--- config.mk ---
export PLATFORM = sky130hd
export DESIGN_NAME = ram_stream_reader_flat
export DESIGN_NICKNAME = d
export VERILOG_FILES = /design/src/rtl/ram_stream_reader_if.sv /design/src/rtl/ram_stream_reader.sv /design/src/flat_wrapper.sv
export SDC_FILE = /design/constraint.sdc
export NUM_CORES = 1
export LEC_CHECK = 0
export BUFFER_PORTS_ARGS = -buffer_cell sky130_fd_sc_hd__buf_2
export CORE_MARGIN = 3
export CORE_UTILIZATION = 56
export DETAILED_ROUTE_END_ITERATION = 10
export PLACE_DENSITY_LB_ADDON = 0.12
export SETUP_SLACK_MARGIN = 0.1
export SYNTH_ARGS = -nofsm -noshare
export SYNTH_HDL_FRONTEND = slang
export SYNTH_SLANG_ARGS = --single-unit
--- constraint.sdc ---
create_clock -name clk -period 3.5 [get_ports clk]
set_input_delay 0.525 -clock clk [delete_from_list [all_inputs] [get_ports clk]]
set_output_delay 0.525 -clock clk [all_outputs]
set_load 0.01 [all_outputs]
--- src/rtl/ram_stream_reader_if.sv ---
`default_nettype none
// ============================================================================
//  Module   : ram_stream_reader_if
//  Purpose  : RAM read port plus AXI-stream master bundle for ram_stream_reader.
//  Revision : 1.0  initial release
// ============================================================================
interface ram_stream_reader_if #(
    parameter int DATA_WIDTH = 36,
    parameter int AW         = 10
);
    logic [AW-1:0]         raddr;
    logic                  oe;
    logic [DATA_WIDTH-1:0] rdata;
    logic [DATA_WIDTH-1:0] m_axis_tdata;
    logic                  m_axis_tvalid;
    logic                  m_axis_tready;
    logic                  m_axis_tlast;

    modport master (
        output raddr,
        output oe,
        input  rdata,
        output m_axis_tdata,
        output m_axis_tvalid,
        input  m_axis_tready,
        output m_axis_tlast
    );

    modport slave (
        input  raddr,
        input  oe,
        output rdata,
        input  m_axis_tdata,
        input  m_axis_tvalid,
        output m_axis_tready,
        input  m_axis_tlast
    );
endinterface
`default_nettype wire

--- src/rtl/ram_stream_reader.sv ---
`default_nettype none
// ============================================================================
//  Module   : ram_stream_reader
//  Purpose  : Reads a wrapping block of RAM words and emits them as a stream.
//  Revision : 1.0  initial release
// ============================================================================
module ram_stream_reader #(
    parameter  int DATA_WIDTH = 36,
    parameter  int RAM_DEPTH  = 1024,
    localparam int AW         = $clog2(RAM_DEPTH)
) (
    input  wire logic          clk,
    input  wire logic          rst_n,
    input  wire logic          start,
    input  wire logic [AW-1:0] base_addr,
    input  wire logic [AW:0]   length,
    output logic               busy,
    output logic               done,
    ram_stream_reader_if.master bus
);

    localparam logic [AW:0] C_MAX_LEN = (AW+1)'(RAM_DEPTH);
    localparam logic [AW:0] C_ONE_LEN = (AW+1)'(1);

    typedef enum logic [1:0] {
        S_IDLE  = 2'd0,
        S_RUN   = 2'd1,
        S_FLUSH = 2'd2
    } state_t;

    state_t                state_q, state_d;
    logic                  busy_q, busy_d;
    logic                  done_q, done_d;
    logic                  oe_q, oe_d;
    logic                  oe_last_q, oe_last_d;
    logic                  land_q, land_d;
    logic                  land_last_q, land_last_d;
    logic [AW-1:0]         raddr_q, raddr_d;
    logic [AW:0]           rem_q, rem_d;
    logic [DATA_WIDTH-1:0] fifo_data_q [2];
    logic [DATA_WIDTH-1:0] fifo_data_d [2];
    logic [1:0]            fifo_last_q, fifo_last_d;
    logic                  rd_ptr_q, rd_ptr_d;
    logic                  wr_ptr_q, wr_ptr_d;
    logic [1:0]            cnt_q, cnt_d;

    logic                  w_tvalid;
    logic                  w_pop;
    logic                  w_fifo_pop;
    logic                  w_push;
    logic                  w_len_ok;
    logic                  w_room;
    logic [2:0]            w_pend;
    logic [DATA_WIDTH-1:0] w_head_data;
    logic                  w_head_last;

    // A word landing from the RAM is presented directly when the buffer is
    // empty, so the first beat appears in the same cycle as rdata.
    always_comb begin
        w_head_data = '0;
        w_head_last = 1'b0;
        if (cnt_q != 2'd0) begin
            w_head_data = fifo_data_q[rd_ptr_q];
            w_head_last = fifo_last_q[rd_ptr_q];
        end else if (land_q) begin
            w_head_data = bus.rdata;
            w_head_last = land_last_q;
        end
    end

    assign w_tvalid   = (cnt_q != 2'd0) | land_q;
    assign w_pop      = w_tvalid & bus.m_axis_tready;
    assign w_fifo_pop = w_pop & (cnt_q != 2'd0);
    assign w_push     = land_q & ~(w_pop & (cnt_q == 2'd0));
    assign w_len_ok   = (length != '0) && (length <= C_MAX_LEN);

    always_comb begin
        fifo_data_d = fifo_data_q;
        fifo_last_d = fifo_last_q;
        rd_ptr_d    = rd_ptr_q;
        wr_ptr_d    = wr_ptr_q;
        if (w_push) begin
            fifo_data_d[wr_ptr_q] = bus.rdata;
            fifo_last_d[wr_ptr_q] = land_last_q;
            wr_ptr_d              = ~wr_ptr_q;
        end
        if (w_fifo_pop) begin
            rd_ptr_d = ~rd_ptr_q;
        end
        cnt_d       = cnt_q + {1'b0, w_push} - {1'b0, w_fifo_pop};
        land_d      = oe_q;
        land_last_d = oe_q & oe_last_q;
    end

    // A new read lands two cycles out; allow it only if at most one word can
    // still be held by then, so the buffer never overflows under stall.
    assign w_pend = {1'b0, cnt_d} + {2'b00, oe_q};
    assign w_room = (w_pend < 3'd2);

    always_comb begin
        state_d   = state_q;
        busy_d    = busy_q;
        done_d    = 1'b0;
        oe_d      = 1'b0;
        oe_last_d = 1'b0;
        raddr_d   = raddr_q;
        rem_d     = rem_q;
        case (state_q)
            S_IDLE: begin
                if (start && w_len_ok) begin
                    state_d   = S_RUN;
                    busy_d    = 1'b1;
                    oe_d      = 1'b1;
                    raddr_d   = base_addr;
                    rem_d     = length - C_ONE_LEN;
                    oe_last_d = (length == C_ONE_LEN);
                end
            end
            S_RUN: begin
                if (rem_q == '0) begin
                    state_d = S_FLUSH;
                end else if (w_room) begin
                    oe_d      = 1'b1;
                    raddr_d   = raddr_q + AW'(1);
                    rem_d     = rem_q - C_ONE_LEN;
                    oe_last_d = (rem_q == C_ONE_LEN);
                end
            end
            S_FLUSH: begin
                if (done_q) begin
                    state_d = S_IDLE;
                    busy_d  = 1'b0;
                end else if ((cnt_d == 2'd0) && !oe_q) begin
                    done_d = 1'b1;
                end
            end
            default: begin
                state_d = S_IDLE;
                busy_d  = 1'b0;
            end
        endcase
    end

    always_ff @(posedge clk or negedge rst_n) begin
        if (!rst_n) begin
            state_q        <= S_IDLE;
            busy_q         <= 1'b0;
            done_q         <= 1'b0;
            oe_q           <= 1'b0;
            oe_last_q      <= 1'b0;
            land_q         <= 1'b0;
            land_last_q    <= 1'b0;
            raddr_q        <= '0;
            rem_q          <= '0;
            fifo_data_q[0] <= '0;
            fifo_data_q[1] <= '0;
            fifo_last_q    <= '0;
            rd_ptr_q       <= 1'b0;
            wr_ptr_q       <= 1'b0;
            cnt_q          <= '0;
        end else begin
            state_q        <= state_d;
            busy_q         <= busy_d;
            done_q         <= done_d;
            oe_q           <= oe_d;
            oe_last_q      <= oe_last_d;
            land_q         <= land_d;
            land_last_q    <= land_last_d;
            raddr_q        <= raddr_d;
            rem_q          <= rem_d;
            fifo_data_q[0] <= fifo_data_d[0];
            fifo_data_q[1] <= fifo_data_d[1];
            fifo_last_q    <= fifo_last_d;
            rd_ptr_q       <= rd_ptr_d;
            wr_ptr_q       <= wr_ptr_d;
            cnt_q          <= cnt_d;
        end
    end

    assign busy              = busy_q;
    assign done              = done_q;
    assign bus.raddr         = raddr_q;
    assign bus.oe            = oe_q;
    assign bus.m_axis_tvalid = w_tvalid;
    assign bus.m_axis_tdata  = w_head_data;
    assign bus.m_axis_tlast  = w_head_last;

endmodule
`default_nettype wire

--- src/flat_wrapper.sv ---
// flat-port wrapper written by rule: the top's interface ports become plain ports
module ram_stream_reader_flat 
#(
    parameter  int DATA_WIDTH = 36,
    parameter  int RAM_DEPTH  = 1024,
    localparam int AW         = $clog2(RAM_DEPTH)
)
  (clk, rst_n, start, base_addr, length, busy, done, bus_raddr, bus_oe, bus_rdata, bus_m_axis_tdata, bus_m_axis_tvalid, bus_m_axis_tready, bus_m_axis_tlast);
  ram_stream_reader_if #(.DATA_WIDTH(DATA_WIDTH), .AW((10))) bus_i ();
  input  wire logic clk;
  input  wire logic rst_n;
  input  wire logic start;
  input  wire logic [AW-1:0] base_addr;
  input  wire logic [AW:0] length;
  output logic busy;
  output logic done;
  output wire logic [$bits(bus_i.raddr)-1:0] bus_raddr;
  output wire logic [$bits(bus_i.oe)-1:0] bus_oe;
  input wire logic [$bits(bus_i.rdata)-1:0] bus_rdata;
  output wire logic [$bits(bus_i.m_axis_tdata)-1:0] bus_m_axis_tdata;
  output wire logic [$bits(bus_i.m_axis_tvalid)-1:0] bus_m_axis_tvalid;
  input wire logic [$bits(bus_i.m_axis_tready)-1:0] bus_m_axis_tready;
  output wire logic [$bits(bus_i.m_axis_tlast)-1:0] bus_m_axis_tlast;
  assign bus_raddr = bus_i.raddr;
  assign bus_oe = bus_i.oe;
  assign bus_i.rdata = bus_rdata;
  assign bus_m_axis_tdata = bus_i.m_axis_tdata;
  assign bus_m_axis_tvalid = bus_i.m_axis_tvalid;
  assign bus_i.m_axis_tready = bus_m_axis_tready;
  assign bus_m_axis_tlast = bus_i.m_axis_tlast;
  ram_stream_reader #(.DATA_WIDTH(DATA_WIDTH), .RAM_DEPTH(RAM_DEPTH)) u_core (.clk(clk), .rst_n(rst_n), .start(start), .base_addr(base_addr), .length(length), .busy(busy), .done(done), .bus(bus_i));
endmodule
### After elaboration in Yosys (flattened, before gate mapping)

Cells that the tools add are included.

| word-level totals | value |
|---|---|
| bits in registers | 107 |
| bits of input ports | 61 |
| logic and storage cells | 107 |

| cells by class | value |
|---|---|
| $add $sub $neg | 6 |
| $lt $le $gt $ge | 8 |
| equality and inequality tests | 9 |
| muxes and demuxes | 41 |
| bitwise operators | 12 |
| reduce and logical (&&, ||, !) cells | 16 |

Operators by type and width:

| kind | count |
|---|---|
| 36-bit 2-to-1 mux | 6 |
| 72-bit bitwise mux | 1 |
| 36-bit demux with 1-bit select | 1 |
| 11-bit 2-to-1 mux | 3 |
| 10-bit 2-to-1 mux | 3 |
| 11-bit by 1-bit == test with 1-bit output (second input constant) | 2 |
| 11-bit one-hot mux with 2 select lines | 1 |
| 11-bit by 1-bit subtractor with 11-bit output (second input constant) | 2 |
| 10-bit one-hot mux with 2 select lines | 1 |
| 1-bit 2-to-1 mux | 16 |
| 11-bit <= comparator (second input constant) | 1 |
| 11-bit zero test | 1 |
| 11-bit nonzero test | 1 |
| 10-bit by 1-bit adder with 10-bit output (second input constant) | 1 |
| 2-bit by 1-bit inequality test with 1-bit output (second input constant) | 4 |
| 2-bit zero test | 3 |
| 2-bit 2-to-1 mux | 3 |
| 2-bit one-hot mux with 3 select lines | 1 |
| 3-bit AND reduction | 2 |
| 1-bit bitwise AND | 5 |
| 1-bit logical AND | 5 |
| 2-bit >= comparator (second input constant) | 2 |
| 1-bit by 2-bit < comparator with 1-bit output (second input constant) | 2 |
| 1-bit inverter | 4 |
| 18 further kinds | 21 |

### Logic depth before layout (Yosys ltp)

| depth | value |
|---|---|
| depth after elaboration | 13 |
| mapped depth | 13 |
| gate-level depth less buffers | 10 |

### Worst setup path before layout

Ideal clock, no wire load.

| timing | value |
|---|---|
| path kind | register to register |
| from | reg u_core.cnt_q[0] |
| to | reg u_core.raddr_q[5] (netlist: u_core.bus.raddr[5]) |
| arrival time | 2.658 ns |
| required time | 3.373 ns |
| path slack | 0.714 ns |
| cell stages (with the launch flop) | 13 |
| clock period less this slack | 2.786 ns |
| cell sequence | dfrtp_1 > nor2_1 > clkbuf_1 > nor2b_1 > ha_1 > nand2b_1 > and3_1 > a211oi_2 > and3b_1 > buf_6 > buf_2 > a211oi_1 > a21oi_1 |

| on the way | value |
|---|---|
| elaborated cells between the ends (all ways) | 14 |

RTL lines:

| item | line | RTL |
|---|---|---|
| from (decl) | ram_stream_reader.sv:45 | `logic [1:0] cnt_q, cnt_d;` |
| from (signal assigned) | ram_stream_reader.sv:176 | `cnt_q <= cnt_d;` |
| 2-bit nonzero test * | ram_stream_reader.sv:71, ram_stream_reader.sv:73 |  |
| 1-bit OR | ram_stream_reader.sv:71 | `assign w_tvalid = (cnt_q != 2'd0) \| land_q;` |
| 1-bit bitwise AND | ram_stream_reader.sv:72 | `assign w_pop = w_tvalid & bus.m_axis_tready;` |
| 1-bit bitwise AND * | ram_stream_reader.sv:73 | `assign w_fifo_pop = w_pop & (cnt_q != 2'd0);` |
| via u_core.w_fifo_pop | ram_stream_reader.sv:49 | `logic w_fifo_pop;` |
| 2-bit by 1-bit subtractor with 2-bit output * | ram_stream_reader.sv:90 | `cnt_d = cnt_q + {1'b0, w_push} - {1'b0, w_fifo_pop};` |
| via u_core.cnt_d[1] | ram_stream_reader.sv:45 |  |
| 2-bit by 1-bit adder with 3-bit output * | ram_stream_reader.sv:97 | `assign w_pend = {1'b0, cnt_d} + {2'b00, oe_q};` |
| 3-bit by 2-bit < comparator with 1-bit output * | ram_stream_reader.sv:98 | `assign w_room = (w_pend < 3'd2);` |
| 2-bit by 1-bit inequality test with 1-bit output (no line) * | -- |  |
| 4-bit AND reduction (no line) * | -- |  |
| to (signal assigned) | ram_stream_reader.sv:169 | `raddr_q <= raddr_d;` |
| to (decl) | ram_stream_reader.sv:38 | `logic [AW-1:0] raddr_q, raddr_d;` |

The timed path passes the listed nets; every way through them passes the cells marked *.
A chain may end at the register's enable or synchronous reset.

### Worst setup path in the final report

| timing | value |
|---|---|
| from | reg u_core.cnt_q[1] |
| to | reg u_core.rem_q[3] |

| on the way | value |
|---|---|
| elaborated cells between the ends (all ways) | 14 |

RTL lines:

| item | line | RTL |
|---|---|---|
| 2-bit nonzero test * | ram_stream_reader.sv:71, ram_stream_reader.sv:73 |  |
| 1-bit OR | ram_stream_reader.sv:71 |  |
| 1-bit bitwise AND | ram_stream_reader.sv:72 |  |
| 1-bit bitwise AND * | ram_stream_reader.sv:73 |  |
| via u_core.w_fifo_pop | ram_stream_reader.sv:49 |  |
| 2-bit by 1-bit subtractor with 2-bit output * | ram_stream_reader.sv:90 |  |
| via u_core.cnt_d[1] | ram_stream_reader.sv:45 |  |
| 2-bit by 1-bit adder with 3-bit output * | ram_stream_reader.sv:97 |  |
| 3-bit by 2-bit < comparator with 1-bit output * | ram_stream_reader.sv:98 |  |
| 2-bit by 1-bit inequality test with 1-bit output (no line) * | -- |  |
| 4-bit AND reduction (no line) * | -- |  |
| to (signal assigned) | ram_stream_reader.sv:170 | `rem_q <= rem_d;` |
| to (decl) | ram_stream_reader.sv:39 | `logic [AW:0] rem_q, rem_d;` |

Marked as above.

==> run_results.csv <==
group,metric,value,unit
detailed_routing,wl_per_cell,16.4,microns
layout,multiInputGateArea,2840,sq um
setup_path,crit_type,"register to register",
global_route,grt_overflow_total,0,
sta,fmax,377,MHz
synthesis,synth-edff-count,0,
setup_path,r2r_cells,11,
setup_path,crit_path_end_kind,"register",
layout,nFillCells,827,
clocking,cts_buffers,9,
die,rows,36,
clocking,clkSlewWorstSetupHoldPaths,0.09,ns
pwr,p_leak,2.99,nW
layout,stdcell_area,6610,sq um
layout,seq_area,2680,sq um
hold_path,hp-class,"input port to asynchronous set/reset pin",
synthesis,async_flop_share,100,%
die,io-pin-count,112,
die,die_x,107,microns
place,place_inst,752,
setup_path,crit-reg2reg-launch,"u_core.cnt_q[1]",
synthesis,synth_ff_type,"dfrtp_1",
synthesis,syn-instance-count,534,
global_route,grt_pass1_vias,4430,
die,die_h,107,microns
clocking,h-tree-depth,3,
outcome,status,"complete, no violations",
sta,hold_viol,0,
sta,setup_violations,0,
die,coreArea,9820,sq um
clocking,clkLatencyLatePin,0.37,ns
synthesis,synth-seq-area-share,47.1,%
sta,max_slew_margin,36.8,%
place,portBuffers,111,
global_route,grt_max_degree,76,
clocking,cts_root_buffer,"clkbuf_8",
clocking,post-cts-setup-buffers,0,
detailed_routing,drtIter0Drc,266,
synthesis,syn-num-nets,603,
die,initial_core_util,57.9,%
sta,setup-tns-final,0,ns
layout,areaGrowthSynthToFinish,16.2,%
layout,post-route-util,67.3,%
sta,tightestPinTransition,0.943,ns
global_route,grt_pass1_wl,20600,microns
sta,setup_ws,0.845,ns
global_route,antenna_found_initial,0,
sta,period_minus_slack,2.65,ns
detailed_routing,ant_nets,0,
clocking,cts_tree,"done",
layout,layout-drive-gt1-share,35.4,%
synthesis,synth.ff_latch_count,107,
setup_path,cp.arrival,2.92,ns
die,die_area,11400,sq um
clocking,cts_hold_buffers,0,
place,gp_congestion,0.843,
setup_path,rrSetupSlack,0.85,ns
setup_path,r2r-end,"u_core.rem_q[3]",
clocking,clk_path_buf_depth,2,
setup_path,start_kind,"register",
setup_path,worstPathMaxFanout,23,
sta,finClkSkew,0.00951,ns
detailed_routing,drc,0,
place,placed_area,6390,sq um
synthesis,synth_top_area_share,47.1,%
sta,whs,0.227,ns
sta,period_share,75.9,%
flow_run,maxCapViolations,0,
pwr,p_per_area,961,nW/um^2
clocking,cts_sinks,107,
detailed_routing,drt-total-wl,12600,microns
sta,rsz0062_at_grt,"false",
pwr,ir_drop,0.470,mV
synthesis,yosysWarnings,0,
synthesis,yosysUniqueCellTypes,48,
layout,antenna_cells,0,
synthesis,synth_area,5690,sq um
place,place_ws,0.712,ns
detailed_routing,viasPerCell,5.83,
layout,finalNonFillerCells,768,
setup_path,cp.required,3.76,ns
synthesis,yosys-top-cells-area,"dfrtp_1 47%, mux2_2 15%, mux2i_1 6.7%, o21ai_0 5.3%, nand3_1 4.2%",
synthesis,synth_top_cell_by_area,"dfrtp_1",
pwr,power,6.35,mW
synthesis,synth.avg_cell_area,10.7,sq um
place,dp_hpwl,8640,microns
clocking,cts-resized-gates,0,
global_route,track_usage,22.5,%
detailed_routing,first_pass_iters,5,
detailed_routing,vias,4478,
layout,final_nets,699,
sta,drv_slew,0,
critical path, stage by stage, from the launching register on:
cell	delay, ns
dfrtp_1	0.48
nor2_4	0.05
nor2b_1	0.18
ha_1	0.30
nor3b_1	0.27
nand2_1	0.10
a211oi_2	0.24
and3b_1	0.21
buf_4	0.22
nor2_8	0.16
inv_4	0.11
a22o_1	0.21
flip-flops by register name (all words and copies together) (netlist names), 2 cells and up:
| register | count |
|---|---|
| u_core.fifo_data_q | 72 |
| u_core.rem_q | 11 |
| u_core.bus.raddr | 10 |
| u_core.cnt_q | 2 |
| u_core.fifo_last_q | 2 |
| u_core.state_q | 2 |
cells in the mapped netlist (all sizes together), types with 5 or more instances:
library cell / number
ha: 8
nor4: 5
nor2: 14
mux2: 74
o22ai: 9
xor2: 5
clkbuf: 23
nand2: 31
nor3: 14
a211oi: 7
inv: 9
nand3: 48
dfrtp: 107
buf: 13
o2bb2ai: 5
a21oi: 14
xnor2: 6
mux2i: 38
o21ai: 61
routing by layer:
metal	share of wire (%)	track usage [%]	up-vias
met3	4.3	3.37	18
li1	-	-	2136
met1	42	27.0	2208
met2	52	40.0	116
met5	0	0	-
met4	1.9	9.77	0
placed cells by master, fill, tap and decap left out, types with 6 or more instances in the layout:
| cell | n |
|---|---|
| nor3_1 | 14 |
| inv_1 | 8 |
| a211oi_1 | 6 |
| clkbuf_8 | 9 |
| nand2_1 | 31 |
| xnor2_1 | 6 |
| buf_2 | 110 |
| mux2_2 | 74 |
| nand3_1 | 47 |
| o21ai_0 | 60 |
| a21oi_1 | 14 |
| mux2i_1 | 38 |
| ha_1 | 8 |
| dfrtp_1 | 106 |
| o22ai_1 | 9 |
| nor2_1 | 10 |
| buf_4 | 8 |
worst max-delay path by stage:
stage	from	to	cells past startpoint
after global routing	u_core.cnt_q[1]	u_core.rem_q[0]	11
after global placement	bus_m_axis_tready	u_core.rem_q[0]	11
after floorplan	u_core.cnt_q[0]	u_core.bus.raddr[5]	12
final	u_core.cnt_q[1]	u_core.rem_q[3]	11
after CTS	u_core.cnt_q[1]	u_core.rem_q[3]	11
after detailed placement	bus_m_axis_tready	u_core.rem_q[3]	11
cells by family (layout without fill, tap and decap cells):
group                    Yosys count  after routing  synth area share (%)
XOR/XNOR                          11             11                  1.69
flip-flops                       107            107                  47.1
AO/OA/AOI/OAI                    108            108                  11.4
adder cells (fa/ha/maj)            8              8                  1.76
multiplexers                     112            112                  21.3
buffers and inverters             45            146                  3.41
AND/OR/NAND/NOR                  143            143                  13.3
power breakdown:
group	total, mW	leakage (nW)	internal [mW]	switching [mW]
clock	0.819	0.113	0.402	0.417
combinational	3.27	1.62	1.54	1.73
sequential	2.26	1.26	1.83	0.427
total	6.35	2.99	3.77	2.58
cell type report:
class / instances / area share, %
Sequential cell: 107 / 40.5
Clock inverter: 7 / 1.40
Timing Repair Buffer: 121 / 10.1
Multi-Input combinational cell: 382 / 43.0
Inverter: 9 / 0.549
Clock buffer: 9 / 1.87
Tap cell: 133 / 2.52
(Power assumes the default switching activity.)
